File: src/rtl/tts_pkg.sv
// rtl/tts_pkg.sv - shared types and default sizing for the transient timer scheduler
package tts_pkg;

    typedef enum logic [1:0] {
        IDLE,
        TIME,
        COMMIT
    } tts_state_t;

    localparam int DEF_CHANNELS = 8;
    localparam int DEF_TICK_DIV = 10000;
    localparam int DEF_DELAY_W  = 4;

    // Counter must hold the largest delay_sel * TICK_DIV product without truncation
    localparam int CNT_W = $clog2((2**DEF_DELAY_W - 1) * DEF_TICK_DIV + 1);
    localparam int IDX_W = $clog2(DEF_CHANNELS);

endpackage

File: src/rtl/rr_arbiter.sv
// rtl/rr_arbiter.sv - combinational round-robin picker: lowest request at or above ptr, wrapping
module rr_arbiter #(
    parameter int N     = 8,
    parameter int IDX_W = 3
) (
    input  logic [N-1:0]     req,
    input  logic [IDX_W-1:0] ptr,
    output logic             grant_valid,
    output logic [IDX_W-1:0] grant_idx
);

    int               slot;
    logic [IDX_W-1:0] slot_idx;

    // Scan from the farthest slot back toward ptr so the nearest request wins
    always_comb begin
        grant_valid = 1'b0;
        grant_idx   = '0;
        slot        = 0;
        slot_idx    = '0;
        for (int i = N - 1; i >= 0; i--) begin
            slot = int'(ptr) + i;
            if (slot >= N) begin
                slot = slot - N;
            end
            slot_idx = IDX_W'(slot);
            if (req[slot_idx]) begin
                grant_valid = 1'b1;
                grant_idx   = slot_idx;
            end
        end
    end

endmodule

File: src/rtl/transient_timer_scheduler.sv
// rtl/transient_timer_scheduler.sv - one settle timer shared round-robin among monitored lines
module transient_timer_scheduler
    import tts_pkg::*;
#(
    parameter int CHANNELS = DEF_CHANNELS,
    parameter int TICK_DIV = DEF_TICK_DIV,
    parameter int DELAY_W  = DEF_DELAY_W
) (
    input  logic                        clk,
    input  logic                        reset,
    input  logic [CHANNELS-1:0]         chan_in,
    input  logic [DELAY_W-1:0]          delay_sel,
    output logic [CHANNELS-1:0]         stable_out,
    output logic [CHANNELS-1:0]         change_pulse,
    output logic                        busy,
    output logic [$clog2(CHANNELS)-1:0] active_chan
);

    localparam int IDX_W = $clog2(CHANNELS);
    localparam int CNT_W = $clog2((2**DELAY_W - 1) * TICK_DIV + 1);

    tts_state_t       state;
    logic [CHANNELS-1:0] in_q;
    logic [CNT_W-1:0] cnt;
    logic [IDX_W-1:0] rr_ptr;
    logic [IDX_W-1:0] next_chan;
    logic             grant_valid;
    logic [IDX_W-1:0] grant_idx;

    rr_arbiter #(
        .N     (CHANNELS),
        .IDX_W (IDX_W)
    ) u_arb (
        .req         (in_q ^ stable_out),
        .ptr         (rr_ptr),
        .grant_valid (grant_valid),
        .grant_idx   (grant_idx)
    );

    assign next_chan = (active_chan == IDX_W'(CHANNELS - 1)) ? '0 : active_chan + IDX_W'(1);

    always_ff @(posedge clk) begin
        if (reset) begin
            state        <= IDLE;
            in_q         <= '0;
            cnt          <= '0;
            rr_ptr       <= '0;
            stable_out   <= '0;
            change_pulse <= '0;
            busy         <= 1'b0;
            active_chan  <= '0;
        end else begin
            in_q         <= chan_in;
            change_pulse <= '0;
            case (state)
                IDLE: begin
                    if (grant_valid) begin
                        active_chan <= grant_idx;
                        cnt         <= CNT_W'(delay_sel) * CNT_W'(TICK_DIV);
                        busy        <= 1'b1;
                        state       <= TIME;
                    end
                end
                TIME: begin
                    // A reversion wins over expiry so a glitch ending on the last count never commits
                    if (in_q[active_chan] == stable_out[active_chan]) begin
                        rr_ptr <= next_chan;
                        busy   <= 1'b0;
                        state  <= IDLE;
                    end else if (cnt == '0) begin
                        state <= COMMIT;
                    end else begin
                        cnt <= cnt - CNT_W'(1);
                    end
                end
                COMMIT: begin
                    stable_out[active_chan]   <= in_q[active_chan];
                    change_pulse[active_chan] <= 1'b1;
                    rr_ptr                    <= next_chan;
                    busy                      <= 1'b0;
                    state                     <= IDLE;
                end
                default: begin
                    busy  <= 1'b0;
                    state <= IDLE;
                end
            endcase
        end
    end

endmodule

File: config.mk
export PLATFORM = sky130hd
export DESIGN_NAME = transient_timer_scheduler
export DESIGN_NICKNAME = d
export VERILOG_FILES = /design/src/rtl/tts_pkg.sv /design/src/rtl/rr_arbiter.sv /design/src/rtl/transient_timer_scheduler.sv
export SDC_FILE = /design/constraint.sdc
export NUM_CORES = 1
export LEC_CHECK = 0
export ABC_AREA = 0
export CAP_MARGIN = 10
export CORE_UTILIZATION = 24
export DETAILED_ROUTE_END_ITERATION = 8
export PLACE_DENSITY_LB_ADDON = 0.05
export SLEW_MARGIN = 30
export SYNTH_ARGS = -nofsm -noshare
export SYNTH_HDL_FRONTEND = slang
export SYNTH_SLANG_ARGS = --single-unit
File: constraint.sdc
create_clock -name clk -period 2.7 [get_ports clk]
set_clock_uncertainty 0.15 [all_clocks]
set_input_delay 0.405 -clock clk [delete_from_list [all_inputs] [get_ports clk]]
set_output_delay 0.405 -clock clk [all_outputs]
set_load 0.02 [all_outputs]
==> results.yml, run 1 <==
worst_setup_path:
  slowest_delay_ns: 0.49
  startpoint_type: "register"
  cp_max_fo: 7
  cp.depth: 11
  crit_chain: "inv_2 > ha_4 > or4b_4 > nor4b_4 > buf_4 > a2111oi_4 > mux2i_4 > buf_12 > o311ai_4 > and2_4 > a32o_1"
  path_buf_inv: 3
  critPathKind: "register to register"
  timing.critical_path.to_type: "register"
  cpMaxStageDelayCell: "or4b_4"
  worstPathArrival_ns: 2.73
  cp.required_ns: 2.75
  rr_worst_depth: 11
  crit_family: "simple AND/OR/NAND/NOR gates"
grt:
  grt_pass1_vias: 3643
  overflow: 0
  grt_start_max_net_pins: 30
  grt_antenna_before_repair: 0
  track_usage_pct: 15.7
  grt_pass1_wl_um: 19900
floorplan:
  die_w_um: 128
  design.core.area_um2: 15400
  die_y_um: 128
  dieArea_um2: 16500
  pin_count: 34
  rows: 45
  initial_core_util_pct: 24.9
detailed_routing:
  wl_per_cell_um: 16.0
  vias_per_cell: 4.75
  postRouteAntennaNets: 0
  wirelength_um: 12400
  drt-initial-drc-count: 210
  dr.pass1.iters: 4
  dr_total_vias: 3667
  drc: 0
flow_run:
  drv_cap: 0
finish:
  final_common_cell: "buf_4"
  area_growth_syn_to_layout_pct: 47.8
  utilization_pct: 36.8
  diodes: 0
  layout_common_cells: "buf_4, dfxtp_1, nor2_1"
  design_area_um2: 5670
  drive_above_1_share_pct: 35.3
  fin_nets: 595
min_path:
  worstHoldPathType: "register to register"
  whs_path_depth: 1
synthesis:
  ys.warnings.count: 0
  ys_seq_area_share_pct: 26.6
  synth-edff-count: 0
  netlist_instances: 434
  ys_async_sr_fraction_pct: 0
  syn-mean-instance-area_um2: 8.85
  syn_area_um2: 3840
  yosys_register_bits: 51
  syn_nets: 469
  ys_types: 69
  synth_flop_cell: "dfxtp_1"
cts:
  cts_root_buffer: "clkbuf_16"
  cts_buffers: 5
  cts.hold.buffers_added: 0
  ctsHtreeMaxLevel: 2
  clk_path_buf_depth: 2
  clock-sinks: 51
  tritoncts: "built"
  clock_latency_ns: 0.30
  clk_pin_slew_worst_paths_ns: 0.07
power:
  p_sw_share_pct: 43.7
  power_per_cell_area_nw_per_um2: 1000
  p_seq_share_pct: 19.6
  power_switching_mw: 2.49
  clkPwrFrac_pct: 11.9
  p_int_mw: 3.20
  combPwrFrac_pct: 68.5
  peakVddDrop_v: 0.000371
  p_leak_nw: 2.24
placed_design:
  post_dp_cell_area_um2: 5100
  hpwlAfterDp_um: 9450
  gp_congestion: 0.821
  port_buffers: 33
timing:
  drv_slew: 0
  fin_crit_sh_pct: 99.1
  rsz0062_at_grt: "true"
  worstMarginPinSlew_ns: 0.480
  hold_slack_ns: 0.359
  hold_viol_final: 0
  fin_crit_ns: 2.68
  finalSetupViolCount: 0
  slew_headroom_pct: 67.1
  fmaxAchievable_ghz: 0.374
run_status:
  status: "finished clean"
-- per-layer routing --
| layer | global-route usage (%) | part of all wire [%] | up-vias |
|---|---|---|---|
| li1 | - | - | 1855 |
| met1 | 23.0 | 54 | 1758 |
| met2 | 23.5 | 42 | 46 |
| met3 | 2.83 | 2.7 | 8 |
| met4 | 3.81 | 0.98 | 0 |
| met5 | 0 | 0 | - |
-- cell usage after synthesis, types with 3 or more instances --
master	n	share of area, %
a21boi_0	3	0.59
a21oi_1	12	1.6
a221oi_1	4	0.91
a311oi_1	3	0.68
a31oi_1	3	0.49
a32o_1	12	3.1
buf_2	6	0.78
clkbuf_1	13	1.3
dfxtp_1	51	27
fa_1	3	1.6
ha_1	18	5.9
inv_1	20	2.0
mux2_2	3	0.88
mux2i_1	26	6.8
mux4_2	11	6.5
nand2_1	36	3.5
nand2b_1	4	0.65
nand3_1	12	1.6
nand4_1	4	0.65
nor2_1	36	3.5
nor2b_1	11	1.8
nor3_1	20	2.6
nor4_1	4	0.65
o211ai_1	3	0.59
o21ai_0	28	3.6
o22ai_1	6	0.98
o41ai_1	3	0.68
or3_1	5	0.81
xnor2_1	17	3.9
xor2_1	6	1.4
-- worst paths after layout --
path / slack (ns) / start / end
max: 0.02 / cnt[1]$_SDFFE_PP0P_ / cnt[7]$_SDFFE_PP0P_
min: 0.36 / cnt[17]$_SDFFE_PP0P_ / cnt[17]$_SDFFE_PP0P_
max reg2reg: 0.02 / cnt[1]$_SDFFE_PP0P_ / cnt[7]$_SDFFE_PP0P_
min reg2reg: 0.36 / cnt[17]$_SDFFE_PP0P_ / cnt[17]$_SDFFE_PP0P_
-- power groups by stage --
stage	logic (mW)	clock network (mW)	registers, mW
4_1_cts	3.68	0.709	1.09
2_1_floorplan	2.15	0	1.09
3_5_place_dp	3.51	0	1.10
5_1_grt	4.25	0.738	1.15
3_3_place_gp	3.52	0	1.10
6_report	3.89	0.679	1.11
-- stage by stage --
stage	setup slack (ns)	instances	power, mW	TNS [ns]
after floorplan	-0.0899	434	3.25	-0.259
after global placement	-0.751	750	4.63	-5.19
after detailed placement	-0.804	750	4.61	-5.21
after CTS	-0.0509	764	5.49	-0.0509
after global routing	-0.0644	772	6.13	-0.800
final	0.0248	772	5.69	0
-- final cells by class --
cell class | count | area [um2]
Fill cell | 1654 | 9750
Timing Repair Buffer | 143 | 1210
Tap cell | 211 | 264
Inverter | 23 | 92.6
Clock buffer | 5 | 125
Multi-Input combinational cell | 336 | 2920
Sequential cell | 51 | 1030
Clock inverter | 3 | 26.3
-- state kept, by name, summed over array words and instances, names as in the netlist --
register / cells
in_q: 8
cnt: 18
busy: 1
active_chan: 3
rr_ptr: 3
stable_out: 8
state: 2
change_pulse: 8
-- cells by family (layout without fill, tap and decap cells) --
group	count (synthesis)	count (layout)	synth area share, %
and+or+nand+nor	146	147	19.2
AOI/OAI and AO/OA	101	101	19.9
DFF	51	51	26.6
buffers and inverters	48	174	5.47
muxes	43	43	15.4
xor gates and xnor gates	24	24	5.96
adders and majority gates	21	21	7.43
-- what timing repair did --
action / in CTS / in global routing
pin swaps: 14 / 21
setup endpoints to repair: 19 / 21
buffers inserted: 5 / 8
cloned: 1 / 0
resized for setup: 37 / 38
No activity file was read; power rests on OpenSTA's default activity.
==> inputs of run 2 (changes only) <==
--- a/config.mk
+++ b/config.mk
@@ -7,10 +7,11 @@
 export LEC_CHECK = 0
 export ABC_AREA = 0
 export CAP_MARGIN = 10
-export CORE_UTILIZATION = 24
+export CORE_UTILIZATION = 35
 export DETAILED_ROUTE_END_ITERATION = 8
 export PLACE_DENSITY_LB_ADDON = 0.05
 export SLEW_MARGIN = 30
 export SYNTH_ARGS = -nofsm -noshare
 export SYNTH_HDL_FRONTEND = slang
+export SYNTH_HIERARCHICAL = 1
 export SYNTH_SLANG_ARGS = --single-unit
==> results.yml, run 2 <==
floorplan:
  dieArea_um2: 11000
  pin_count: 34
  die_y_um: 105
  rows: 37
  initial_core_util_pct: 36.0
  design.core.area_um2: 10300
  die_w_um: 105
grt:
  grt_antenna_before_repair: 0
  grt_start_max_net_pins: 32
  track_usage_pct: 19.3
  grt_pass1_vias: 3438
  overflow: 0
  grt_pass1_wl_um: 17100
finish:
  top_register: "cnt"
  multi_input_area_um2: 2670
  final_common_cell: "buf_4"
  design_area_um2: 5120
  layout_common_cells: "buf_4, nor2_1, nand2_1"
  drive_above_1_share_pct: 34.1
  area_growth_syn_to_layout_pct: 38.4
  largest_register_ffs: 18
  fill_cells: 1034
  fin_nets: 574
  register_area_um2: 1040
  diodes: 0
  final_cells: 675
synthesis:
  synth.area.top_cells: "dfxtp_1, ha_1, mux4_2"
  syn_nets: 463
  synth.most_common_cell: "dfxtp_1"
  synthTopCellsByCount: "dfxtp_1, nor2_1, nand2_1"
  syn-mean-instance-area_um2: 8.67
  ys_seq_area_share_pct: 27.6
  ys.warnings.count: 6
  ys_types: 70
  ys_async_sr_fraction_pct: 0
  yosys_register_bits: 51
  synth-edff-count: 0
  syn_area_um2: 3700
  netlist_instances: 427
  synth.largest_area_cell: "dfxtp_1"
  synth_flop_cell: "dfxtp_1"
  synth_top_area_share_pct: 27.6
cts:
  ctsHtreeMaxLevel: 2
  clk_path_buf_depth: 2
  cts_root_buffer: "clkbuf_8"
  clock_latency_ns: 0.31
  cts_buffers: 5
  clk_pin_slew_worst_paths_ns: 0.10
  tritoncts: "built"
  clock-sinks: 51
worst_setup_path:
  critPathKind: "register to register"
  timing.critical_path.to_type: "register"
  cp.required_ns: 2.79
  startpoint_type: "register"
  ff2ff_setup_slack_ns: -0.32
  worstPathArrival_ns: 3.11
  cp_max_fo: 6
flow_run:
  drv_cap: 0
placed_design:
  post_dp_cell_area_um2: 4710
  gp_congestion: 0.809
  port_buffers: 33
  dp_cells: 651
  hpwlAfterDp_um: 7870
timing:
  setup_ws_ns: -0.315
  fmaxAchievable_ghz: 0.332
  fin_crit_sh_pct: 112
  rsz0062_at_grt: "true"
  finalSetupViolCount: 21
  tns_ns: -5.09
  hold_viol_final: 0
  slew_headroom_pct: 58.9
  drv_slew: 0
  worstMarginPinSlew_ns: 0.617
  fin_crit_ns: 3.02
detailed_routing:
  drc: 0
  dr.pass1.iters: 4
  drt-initial-drc-count: 184
  wl_per_cell_um: 15.1
  wirelength_um: 10200
  dr_total_vias: 3460
  vias_per_cell: 5.13
  postRouteAntennaNets: 0
power:
  p_leak_nw: 2.13
  peakVddDrop_v: 0.000425
  power_per_cell_area_nw_per_um2: 958
  total_power_mw: 4.91
min_path:
  worstHoldPathType: "register to register"
run_status:
  violations: "setup timing"
  status: "finished with violations"
run 2: changes by cell type after synthesis, moves of 5 or more:
cell and delta:
mux2i_1 -10, a21oi_1 +16, xnor2_1 -11, nor2_1 +8, xor2_1 +7, a32o_1 -12, nor3_1 -5, nor2b_1 +8
mux4_1 +5, nand3_1 -9, o21ai_0 -10
run 2: area by class of cell:
| cell class | instances | share of cell area [%] |
|---|---|---|
| clock buffers | 5 | 1.34 |
| inverters | 20 | 1.56 |
| well taps | 136 | 3.32 |
| repair buffers | 125 | 20.8 |
| clock inverters | 3 | 0.440 |
| flip-flops and latches | 51 | 20.4 |
| multi-input cells | 335 | 52.2 |
run 2: repair_timing:
| action | in CTS | in global routing |
|---|---|---|
| hold buffers | 0 | 0 |
| pin swaps | 23 | 23 |
| endpoints found under the hold margin | 0 | 0 |
| resized for setup | 36 | 26 |
| endpoints found under the setup margin | 22 | 23 |
| buffers inserted | 12 | 6 |
run 2: logic make-up after synthesis:
kind of cell,share of synthesized area (%)
compound gates,17.5
xor+xnor,4.49
fa+ha+maj,8.04
buf+inv,5.10
flops,27.6
mux,14.7
simple gates,22.6
run 2: final timing paths:
path	cells past startpoint	from	end
max	12	rr_ptr[0]$_SDFFE_PP0P_	cnt[10]$_SDFFE_PP0P_
min	2	cnt[4]$_SDFFE_PP0P_	cnt[4]$_SDFFE_PP0P_
max reg2reg	12	rr_ptr[0]$_SDFFE_PP0P_	cnt[10]$_SDFFE_PP0P_
min reg2reg	2	cnt[4]$_SDFFE_PP0P_	cnt[4]$_SDFFE_PP0P_
run 2: routing by layer:
metal	vias to the layer above	global-route usage, %	share of wire (%)
li1	1760	-	-
met4	0	4.23	0.59
met1	1630	28.2	52
met5	-	0	0
met2	65	30.4	45
met3	5	2.18	3.1
run 2: stage by stage:
step                util (%)  hold WS [ns]  setup slack [ns]
global placement        45.8         0.305            -0.729
detailed placement      45.8         0.318            -0.793
global route            49.9         0.344            -0.473
finish                  49.9         0.322            -0.315
floorplan                  -         0.284            -0.535
CTS                     48.9         0.327            -0.357
run 2: power breakdown:
| part | total [mW] | switching (mW) | internal [mW] |
|---|---|---|---|
| Combinational | 3.31 | 1.69 | 1.62 |
| Sequential | 1.13 | 0.215 | 0.914 |
| Clock | 0.466 | 0.278 | 0.188 |
run 2: critical path, stage by stage (launching register included):
cell	delay, ns
dfxtp_4	0.38
buf_12	0.10
buf_12	0.10
mux4_2	0.54
nor4_4	0.28
nand4_1	0.20
nor3b_4	0.23
nor4_4	0.27
a21o_2	0.21
a211o_1	0.16
buf_6	0.15
o21ai_2	0.05
a21oi_1	0.13
